File: src/rtl/pe_stripes_serial_pkg.sv
// Shared types and sizing helpers for the bit-serial Stripes PE.
// Imported by the interface, the lane adder tree and the PE top.
package stripes_pkg;

    typedef enum logic [1:0] {
        S_IDLE,
        S_ACCUM,
        S_DONE
    } state_e;

    function automatic int out_width(input int n, input int w, input int pmax);
        return w + $clog2(n) + pmax;
    endfunction

    // Zero precision behaves as one slice; anything past PMAX saturates.
    function automatic int prec_clamp(input int p, input int pmax);
        if (p < 1) return 1;
        if (p > pmax) return pmax;
        return p;
    endfunction

endpackage

File: src/rtl/pe_stripes_serial_if.sv
// Slice-in / result-out handshake bundle of the Stripes PE.
// slave = the PE, master = the slice streamer / result collector side.
interface pe_stripes_serial_if #(
    parameter int N    = 4,
    parameter int W    = 16,
    parameter int PMAX = 16
);
    import stripes_pkg::*;

    localparam int OW = out_width(N, W, PMAX);
    localparam int PW = $clog2(PMAX + 1);

    logic          i_valid;
    logic          o_ready;
    logic [N-1:0]  i_vec_a_bits;
    logic [N*W-1:0] i_vec_b;
    logic [OW-1:0] i_initial_sum;
    logic [PW-1:0] i_cfg_prec;
    logic          i_cfg_signed;
    logic          i_flush;
    logic          o_valid;
    logic          i_ready;
    logic [OW-1:0] o_dot_product;

    modport slave (
        input  i_valid, i_vec_a_bits, i_vec_b, i_initial_sum,
        input  i_cfg_prec, i_cfg_signed, i_flush, i_ready,
        output o_ready, o_valid, o_dot_product
    );

    modport master (
        output i_valid, i_vec_a_bits, i_vec_b, i_initial_sum,
        output i_cfg_prec, i_cfg_signed, i_flush, i_ready,
        input  o_ready, o_valid, o_dot_product
    );

endinterface

File: src/rtl/pe_stripes_serial_tree.sv
// Combinational sum of the weight lanes whose activation bit is set,
// each lane sign-extended to WIDTH bits before adding.
module pe_lane_adder_tree #(
    parameter int N     = 4,
    parameter int W     = 16,
    parameter int WIDTH = 34
) (
    input  logic [N-1:0]     i_mask,
    input  logic [N*W-1:0]   i_lanes,
    output logic [WIDTH-1:0] o_sum
);

    always_comb begin
        o_sum = '0;
        for (int i = 0; i < N; i++) begin
            if (i_mask[i]) begin
                o_sum = o_sum + WIDTH'($signed(i_lanes[i*W +: W]));
            end
        end
    end

endmodule

File: src/rtl/pe_stripes_serial.sv
// Bit-serial Stripes PE: MSB-first activation slices against latched
// weights, one dot product per operation, valid/ready on both sides.
module pe_stripes_serial
    import stripes_pkg::*;
#(
    parameter int N    = 4,
    parameter int W    = 16,
    parameter int PMAX = 16
) (
    input  logic clk,
    input  logic rst_n,
    pe_stripes_serial_if.slave bus
);

    localparam int OW = out_width(N, W, PMAX);
    localparam int PW = $clog2(PMAX + 1);

    state_e         state_q, state_d;
    logic [PW-1:0]  k_q, k_d;
    logic [PW-1:0]  prec_q, prec_d;
    logic           sgn_q, sgn_d;
    logic [N*W-1:0] b_q, b_d;
    logic [OW-1:0]  init_q, init_d;
    logic [OW-1:0]  acc_q, acc_d;
    logic [OW-1:0]  dot_q, dot_d;

    logic           first;
    logic           fire;
    logic           last;
    logic           sgn_cur;
    logic [PW-1:0]  prec_cur;
    logic [N*W-1:0] b_cur;
    logic [OW-1:0]  init_cur;
    logic [OW-1:0]  tree_sum;
    logic [OW-1:0]  pp;
    logic [OW-1:0]  acc_nx;

    // The first slice uses the live operands; later slices the latched copy.
    assign first    = (state_q == S_IDLE);
    assign fire     = bus.i_valid && bus.o_ready;
    assign b_cur    = first ? bus.i_vec_b : b_q;
    assign init_cur = first ? bus.i_initial_sum : init_q;
    assign sgn_cur  = first ? bus.i_cfg_signed : sgn_q;
    assign prec_cur = first ? PW'(prec_clamp(int'(bus.i_cfg_prec), PMAX))
                            : prec_q;
    assign last     = (k_q == prec_cur - PW'(1));

    pe_lane_adder_tree #(
        .N     (N),
        .W     (W),
        .WIDTH (OW)
    ) u_tree (
        .i_mask  (bus.i_vec_a_bits),
        .i_lanes (b_cur),
        .o_sum   (tree_sum)
    );

    // Signed mode: the MSB slice carries weight -2^(prec-1).
    assign pp     = (sgn_cur && first) ? -tree_sum : tree_sum;
    assign acc_nx = first ? pp : (acc_q << 1) + pp;

    always_comb begin
        state_d = state_q;
        k_d     = k_q;
        prec_d  = prec_q;
        sgn_d   = sgn_q;
        b_d     = b_q;
        init_d  = init_q;
        acc_d   = acc_q;
        dot_d   = dot_q;
        if (bus.i_flush) begin
            state_d = S_IDLE;
            k_d     = '0;
        end else begin
            unique case (state_q)
                S_IDLE, S_ACCUM: begin
                    if (fire) begin
                        if (first) begin
                            b_d    = bus.i_vec_b;
                            init_d = bus.i_initial_sum;
                            prec_d = prec_cur;
                            sgn_d  = bus.i_cfg_signed;
                        end
                        acc_d = acc_nx;
                        if (last) begin
                            dot_d   = acc_nx + init_cur;
                            k_d     = '0;
                            state_d = S_DONE;
                        end else begin
                            k_d     = k_q + PW'(1);
                            state_d = S_ACCUM;
                        end
                    end
                end
                S_DONE: begin
                    if (bus.i_ready) state_d = S_IDLE;
                end
                default: state_d = S_IDLE;
            endcase
        end
    end

    always_ff @(posedge clk) begin
        if (!rst_n) begin
            state_q <= S_IDLE;
            k_q     <= '0;
            prec_q  <= '0;
            sgn_q   <= 1'b0;
            b_q     <= '0;
            init_q  <= '0;
            acc_q   <= '0;
            dot_q   <= '0;
        end else begin
            state_q <= state_d;
            k_q     <= k_d;
            prec_q  <= prec_d;
            sgn_q   <= sgn_d;
            b_q     <= b_d;
            init_q  <= init_d;
            acc_q   <= acc_d;
            dot_q   <= dot_d;
        end
    end

    assign bus.o_ready       = (state_q != S_DONE);
    assign bus.o_valid       = (state_q == S_DONE);
    assign bus.o_dot_product = dot_q;

endmodule

File: src/flat_wrapper.sv
// flat-port wrapper written by rule: the top's interface ports become plain ports
module pe_stripes_serial_flat import stripes_pkg::*;
#(
    parameter int N    = 4,
    parameter int W    = 16,
    parameter int PMAX = 16
)
  (clk, rst_n, bus_i_valid, bus_i_vec_a_bits, bus_i_vec_b, bus_i_initial_sum, bus_i_cfg_prec, bus_i_cfg_signed, bus_i_flush, bus_i_ready, bus_o_ready, bus_o_valid, bus_o_dot_product);
  pe_stripes_serial_if #(.N(N), .W(W), .PMAX(PMAX)) bus_i ();
  input  logic clk;
  input  logic rst_n;
  input wire logic [$bits(bus_i.i_valid)-1:0] bus_i_valid;
  input wire logic [$bits(bus_i.i_vec_a_bits)-1:0] bus_i_vec_a_bits;
  input wire logic [$bits(bus_i.i_vec_b)-1:0] bus_i_vec_b;
  input wire logic [$bits(bus_i.i_initial_sum)-1:0] bus_i_initial_sum;
  input wire logic [$bits(bus_i.i_cfg_prec)-1:0] bus_i_cfg_prec;
  input wire logic [$bits(bus_i.i_cfg_signed)-1:0] bus_i_cfg_signed;
  input wire logic [$bits(bus_i.i_flush)-1:0] bus_i_flush;
  input wire logic [$bits(bus_i.i_ready)-1:0] bus_i_ready;
  output wire logic [$bits(bus_i.o_ready)-1:0] bus_o_ready;
  output wire logic [$bits(bus_i.o_valid)-1:0] bus_o_valid;
  output wire logic [$bits(bus_i.o_dot_product)-1:0] bus_o_dot_product;
  assign bus_i.i_valid = bus_i_valid;
  assign bus_i.i_vec_a_bits = bus_i_vec_a_bits;
  assign bus_i.i_vec_b = bus_i_vec_b;
  assign bus_i.i_initial_sum = bus_i_initial_sum;
  assign bus_i.i_cfg_prec = bus_i_cfg_prec;
  assign bus_i.i_cfg_signed = bus_i_cfg_signed;
  assign bus_i.i_flush = bus_i_flush;
  assign bus_i.i_ready = bus_i_ready;
  assign bus_o_ready = bus_i.o_ready;
  assign bus_o_valid = bus_i.o_valid;
  assign bus_o_dot_product = bus_i.o_dot_product;
  pe_stripes_serial #(.N(N), .W(W), .PMAX(PMAX)) u_core (.clk(clk), .rst_n(rst_n), .bus(bus_i));
endmodule
File: config.mk
export PLATFORM = sky130hd
export DESIGN_NAME = pe_stripes_serial_flat
export DESIGN_NICKNAME = d
export VERILOG_FILES = /design/src/rtl/pe_stripes_serial_pkg.sv /design/src/rtl/pe_stripes_serial_if.sv /design/src/rtl/pe_stripes_serial_tree.sv /design/src/rtl/pe_stripes_serial.sv /design/src/flat_wrapper.sv
export SDC_FILE = /design/constraint.sdc
export NUM_CORES = 1
export LEC_CHECK = 0
export BUFFER_PORTS_ARGS = -buffer_cell sky130_fd_sc_hd__buf_2
export CELL_PAD_IN_SITES_DETAIL_PLACEMENT = 2
export CELL_PAD_IN_SITES_GLOBAL_PLACEMENT = 2
export CORE_MARGIN = 2
export CORE_UTILIZATION = 36
export CTS_BUF_LIST = sky130_fd_sc_hd__clkbuf_8
export DETAILED_ROUTE_END_ITERATION = 10
export GPL_ROUTABILITY_DRIVEN = 0
export PLACE_DENSITY_LB_ADDON = 0.1
export SYNTH_ARGS = -nofsm -noshare
export SYNTH_HDL_FRONTEND = slang
export SYNTH_SLANG_ARGS = --single-unit
File: constraint.sdc
create_clock -name clk -period 16.28 [get_ports clk]
set_input_delay 3.256 -clock clk [delete_from_list [all_inputs] [get_ports clk]]
set_output_delay 3.256 -clock clk [all_outputs]
set_load 0.05 [all_outputs]
; ---- Word level (Yosys, flattened, before mapping)
; Index checks and enable logic that the tools add are counted.
[totals]
input_bits = 113
wordCells = 58
output_inout_bits = 36
regBits = 178
[op_classes]
magnitude_cmp = 2
n_eq_ne = 6
muxes = 22
add_sub_neg = 8
n_bitwise = 2
reduce_logical = 10
[ops]
columns = operator, count
row1 = 2-to-1 mux 34 bit, 7
row2 = adder 34 bit, 5
row3 = 2-to-1 mux 64 bit, 1
row4 = negation 34 bit, 1
row5 = 2-to-1 mux 5 bit, 5
row6 = AND reduction 4 bit, 2
row7 = 2-to-1 mux 2 bit, 3
row8 = adder 5 x 1 -> 5 bit (second input constant), 1
row9 = == test 5 bit, 1
row10 = greater-than comparator 5 bit (second input constant), 1
row11 = < comparator 5 x 1 -> 1 bit (second input constant), 1
row12 = 2-to-1 mux 1 bit, 5
row13 = subtractor 5 x 1 -> 5 bit (second input constant), 1
row14 = inequality test 2 bit (second input constant), 2
row15 = case mux 2 bit (2 select lines), 1
row16 = AND reduction 2 bit, 2
row17 = OR reduction 2 bit, 2
row18 = AND reduction 3 bit, 1
row19 = == test 2 x 1 -> 1 bit (second input constant), 1
row20 = == test 2 bit (second input constant), 1
row21 = logical AND 1 bit, 2
row22 = zero test 2 bit, 1
row23 = inequality test 2 x 1 -> 1 bit (second input constant), 1
row24 = inverter 1 bit, 2

; ---- Longest topological paths before layout
[logic_depth]
ltp_word = 14
mapped_depth = 65
mapped_depth_nobuf = 57

; ---- Modules after synthesis
; From an unflattened synthesis, not the netlist that was laid out.
[unflattened]
cells_unflattened = 2519
area_unflattened_um2 = 17416.7
[by_module_without_submodules]
columns = module, area_per_inst_um2, n_inst, seq_area_each_um2, cells_each
row1 = pe_stripes_serial, 12019.0, 1, 3543.4, 1767
row2 = pe_lane_adder_tree, 5397.7, 1, 0.0, 752

; ---- Worst setup path before layout
; OpenSTA, ideal clock, no wires.
[synth_timing]
kind = input to register
from = input port bus_i_vec_a_bits[0]
to = register u_core.dot_q[32] (netlist: u_core.bus.o_dot_product[32])
stages = 57
setup_ps = 65
n_path_buf = 5
slack_ps = 2887
required_ps = 16215
arrival_ps = 13328
path_cell_list = buf_2 inv_1 clkbuf_1 a21oi_1 ha_1 clkbuf_1 nand2_1 nor3_1 a21oi_2 and3_1 o32ai_2 inv_1 ha_1 a21oi_1 a21oi_1 o21ai_1 nand3b_1 xor2_1 (+21 left out) a221oi_1 o21ai_0 or3_1 nand4_1 nand2_1 xnor2_1 nor2_1 a31oi_1 and2_1 inv_1 ha_1 and3_1 a21oi_1 o21ai_0 nor3b_1 o31a_1 o31a_1 nor2_1
[synth_between]
elab_chain_len = 12
[synth_rtl]
columns = element, line_no
row1 = from (decl), flat_wrapper.sv:13  ; input wire logic [$bits(bus_i.i_vec_a_bits)-1:0] bus_i_vec_a_bits;
row2 = 2-to-1 mux 34 bit (*), pe_stripes_serial_tree.sv:16  ; if (i_mask[i]) begin
row3 = adder 34 bit, pe_stripes_serial_tree.sv:17  ; o_sum = o_sum + WIDTH'($signed(i_lanes[i*W +: W]));
row4 = 2-to-1 mux 34 bit (*), pe_stripes_serial_tree.sv:16
row5 = adder 34 bit, pe_stripes_serial_tree.sv:17
row6 = 2-to-1 mux 34 bit (*), pe_stripes_serial_tree.sv:16
row7 = adder 34 bit, pe_stripes_serial_tree.sv:17
row8 = 2-to-1 mux 34 bit (*), pe_stripes_serial_tree.sv:16
row9 = negation 34 bit, pe_stripes_serial.sv:59  ; assign pp = (sgn_cur && first) ? -tree_sum : tree_sum;
row10 = 2-to-1 mux 34 bit (*), pe_stripes_serial.sv:59
row11 = adder 34 bit, pe_stripes_serial.sv:60  ; assign acc_nx = first ? pp : (acc_q << 1) + pp;
row12 = 2-to-1 mux 34 bit (*), pe_stripes_serial.sv:60
row13 = adder 34 bit (*), pe_stripes_serial.sv:86  ; dot_d = acc_nx + init_cur;
row14 = to (signal assigned), pe_stripes_serial.sv:121  ; dot_q <= dot_d;
row15 = to (decl), pe_stripes_serial.sv:25  ; logic [OW-1:0] dot_q, dot_d;
; Every way passes the cells marked *; elsewhere a longest branch is shown, timed or not.
; A chain may end at the register's enable or synchronous reset.

; ---- Worst setup path in the final report
[layout_timing]
from = input port bus_i_vec_a_bits[0]
to = register u_core.dot_q[32] (netlist: u_core.bus.o_dot_product[32])
[layout_between]
elab_chain_len = 12
[layout_rtl]
columns = element, line_no
row1 = 2-to-1 mux 34 bit (*), pe_stripes_serial_tree.sv:16
row2 = adder 34 bit, pe_stripes_serial_tree.sv:17
row3 = 2-to-1 mux 34 bit (*), pe_stripes_serial_tree.sv:16
row4 = adder 34 bit, pe_stripes_serial_tree.sv:17
row5 = 2-to-1 mux 34 bit (*), pe_stripes_serial_tree.sv:16
row6 = adder 34 bit, pe_stripes_serial_tree.sv:17
row7 = 2-to-1 mux 34 bit (*), pe_stripes_serial_tree.sv:16
row8 = negation 34 bit, pe_stripes_serial.sv:59
row9 = 2-to-1 mux 34 bit (*), pe_stripes_serial.sv:59
row10 = adder 34 bit, pe_stripes_serial.sv:60
row11 = 2-to-1 mux 34 bit (*), pe_stripes_serial.sv:60
row12 = named net u_core.acc_nx[22], pe_stripes_serial.sv:36  ; logic [OW-1:0] acc_nx;
row13 = adder 34 bit (*), pe_stripes_serial.sv:86
; Mark *: on every way through the listed nets, which the timed path passes. The rest lies on a longest branch.

==> out/results.tsv <==
stage	metric	value	unit
setup_path	CP delay by family, top	compound AO/OA/AOI/OAI gates	
synth	Simple-Gate Fraction of Synth Area	26.7	%
clock_network	hold buffers post-CTS	0	
timing	RSZ-0062 raised after global routing	false	
synth	count of cell types in the netlist	92	
grt	first-pass GRT wire length	114	mm
setup_path	CP max stage delay	1020	ps
setup_path	WP buf/inv	3	
synth	xor/xnor cell area share of the yosys netlist	8.01	%
min_path	worst min-delay path class	reg2reg	
pwr	leakage	8.76	nW
setup_path	CP required	16810	ps
synth	most common cell in the netlist	nand2_1	
final_layout	NumNets Final	2943	
timing	# setup viols final	0	
timing	Max Slew Vio Count	0	
synth	mux cell area share after synthesis	2.89	%
timing	relative max-transition margin	25.0	%
final_layout	Finished Core Util	39.9	%
synth	Top FF cell, synth	dfxtp_1	
die	Die Width	227	um
final_layout	share of layout cells above drive strength 1	9.55	%
run	Max-cap violations	0	
grt	grt ovf	0	
final_layout	footprint of the multi-input gates	0.0136	mm2
synth	Compound-Gate Fraction of Synth Area	26.7	%
timing	setup tns final	0	ps
setup_path	Crit path top cell by count	o21ai_0	
route	drt wl/cell	21.4	um
place	HPWL Detailed	56.5	mm
clock_network	Clock transition at path regs	120	ps
timing	period utilisation layout	94.3	%
synth	cell count after synthesis	2619	
pwr	Max IR drop VDD	0.0423	mV
clock_network	postcts setup bufs	0	
grt	initial antenna violation count	1	
setup_path	crit path DAT	15880	ps
setup_path	r2r setup slk	2440	ps
final_layout	Area Growth Syn to Fin	9.11	%
place	port bufs	148	
timing	Layout Skew	22.6	ps
timing	Max Fclk	65.1	MHz
clock_network	Max H-tree Level	4	
grt	largest net degree at the start of global routing	77	
run_status	status	finished clean	
die	die area	0.0517	mm2
synth	Synth area leader	dfxtp_1	
clock_network	CTS Sinks	177	
clock_network	deepest clock path buffer count	2	
route	Post-route DRC	0	
die	IO Pins	149	
synth	Synth top area share	19.7	%
die	number of core rows	81	
pwr	Power Dens Cells	127	mW/mm2
setup_path	Slowest cell on crit path	a2111oi_0	
setup_path	Setup Crit Path Kind	in2reg	
route	Vias/cell	5.76	
clock_network	post-cts gate resize count	0	
setup_path	crit start category	primary input	
synth	Post-synth top cells	nand2_1, a21oi_1, nor2_1	
clock_network	CTS Buf Count	17	
timing	worst-margin pin slew	1100	ps
die	core area	0.0491	mm2
synth	mapped cell area	0.0179	mm2
route	DRT antenna net count	0	
synth	Syn Nets	2893	
route	Vias	19300	
clock_network	clk root buf	clkbuf_8	
clock_network	Clock Latency Late Sink	590	ps
synth	Adder-Cell Fraction of Synth Area	11.5	%
synth	Synth area leaders	dfxtp_1, nand2_1, ha_1, a21oi_1, xnor2_1	
timing	fin crit period	15350	ps
synth	Yosys warning count	0	
timing	final hold violations	0	
route	total wire length	71.6	mm
route	initial DRC count	725	
grt	number of global-route vias before repair	20500	
die	Initial Utilization	36.6	%
clock_network	CTS tree	built	
grt	GRT Overall Usage	28.0	%
setup_path	CP Capture Type	flop	
setup_path	Critical Path Fanout Max	11	
synth	synthesized area per cell	6.85	um2
synth	#FFs+latches synth	177	
synth	sequential-to-total area share from yosys stat	19.7	%
die	Die Ht	227	um
synth	largest family of logic cells by synthesized area	simple AND/OR/NAND/NOR gates	
final_layout	Sequential Area	0.00354	mm2
synth	number of synthesized flops with an enable pin	0	
synth	FFs w/ async S/R, synth	0	%
route	1st-pass router iterations	7	
final_layout	filler instances	6047	
-- per-layer routing --
layer  up-vias  GRT usage (%)  wire length [um]
met2       259           52.4             36800
li1       9288              -                 -
met1      9621           32.6             30800
met3       100           3.10              1690
met5         -              0                 0
met4         0           10.4              2300
-- placed cells by master (no fill, tap or decap), types with 9 or more instances in the layout --
master and count:
or3_1 20, nor2b_1 14, clkbuf_8 18, a21oi_1 311, a21o_1 67, nor2_1 186
a31oi_1 24, a31o_2 10, a311oi_1 10, xor2_1 51, dfxtp_1 177, o21a_1 25
or2_2 14, buf_2 148, xnor2_1 105, mux2_2 9, o211ai_1 16, a211oi_1 36
inv_1 66, nand3_1 39, o31ai_1 15, nor3b_1 12, nor3_1 43, mux2i_1 38
o21bai_1 14, nand4_1 19, buf_4 19, nand2_1 658, nand2b_1 41, and3_1 22
o21ai_0 121, ha_1 154, and2_1 13, o211a_1 10
-- layout make-up --
type	count	area share (%)
diodes	1	0.0128
clock buffers	18	1.27
clock inverters	14	0.958
inverters	69	1.34
multi-input cells	2237	69.6
flip-flops and latches	177	18.1
well taps	664	4.24
repair buffers	167	4.51
-- flip-flops by register name, summed over array words and instances (netlist names) --
| name | flops |
|---|---|
| u_core.prec_q | 5 |
| u_core.k_q | 5 |
| u_core.state_q | 2 |
| u_core.init_q | 34 |
| u_core.b_q | 64 |
| u_core.acc_q | 33 |
| u_core.bus.o_dot_product | 34 |
-- worst paths after layout --
kind | from | end | depth (start not counted)
max | bus_i_vec_a_bits[0] | u_core.bus.o_dot_product[32] | 48
min | u_core.bus.o_dot_product[8] | u_core.bus.o_dot_product[8] | 2
max reg2reg | u_core.state_q[1] | u_core.bus.o_dot_product[32] | 51
min reg2reg | u_core.bus.o_dot_product[8] | u_core.bus.o_dot_product[8] | 2
-- worst register-to-register path: cells and delay by family (launching register included) --
family / cells / cell delay [ps]
AOI/OAI and AO/OA: 21 / 6530
xor gates and xnor gates: 4 / 730
and+or+nand+nor: 16 / 2810
DFF: 1 / 490
adders and majority gates: 5 / 1960
muxes: 1 / 410
buffers and inverters: 4 / 860
-- cells by family (layout without fill, tap and decap cells) --
group / count (synthesis) / after routing
AOI/OAI and AO/OA: 759 / 759
xor gates and xnor gates: 159 / 159
adders and majority gates: 161 / 161
buffers and inverters: 205 / 268
DFF: 177 / 177
muxes: 49 / 49
other: 0 / 1
and+or+nand+nor: 1109 / 1109
-- power by group --
part / total (mW) / switching (mW) / internal [mW]
sequential: 0.470 / 0.0142 / 0.456
combinational: 1.65 / 1.03 / 0.623
clock: 0.359 / 0.211 / 0.148
total: 2.48 / 1.26 / 1.23
-- through the flow --
stage                     area [um2]  hold WS (ps)  power, mW  setup slack [ps]  cells
after global routing           19600           477       2.68              1.20   3347
final                          19600           457       2.48               925   3347
after global placement         19100           437       2.04              1170   3314
after detailed placement       19100           443       2.11               748   3314
after CTS                      19600           460       2.49              1230   3346
after floorplan                17900           434       1.65              2890   2619
No activity file was read; power rests on OpenSTA's default activity.
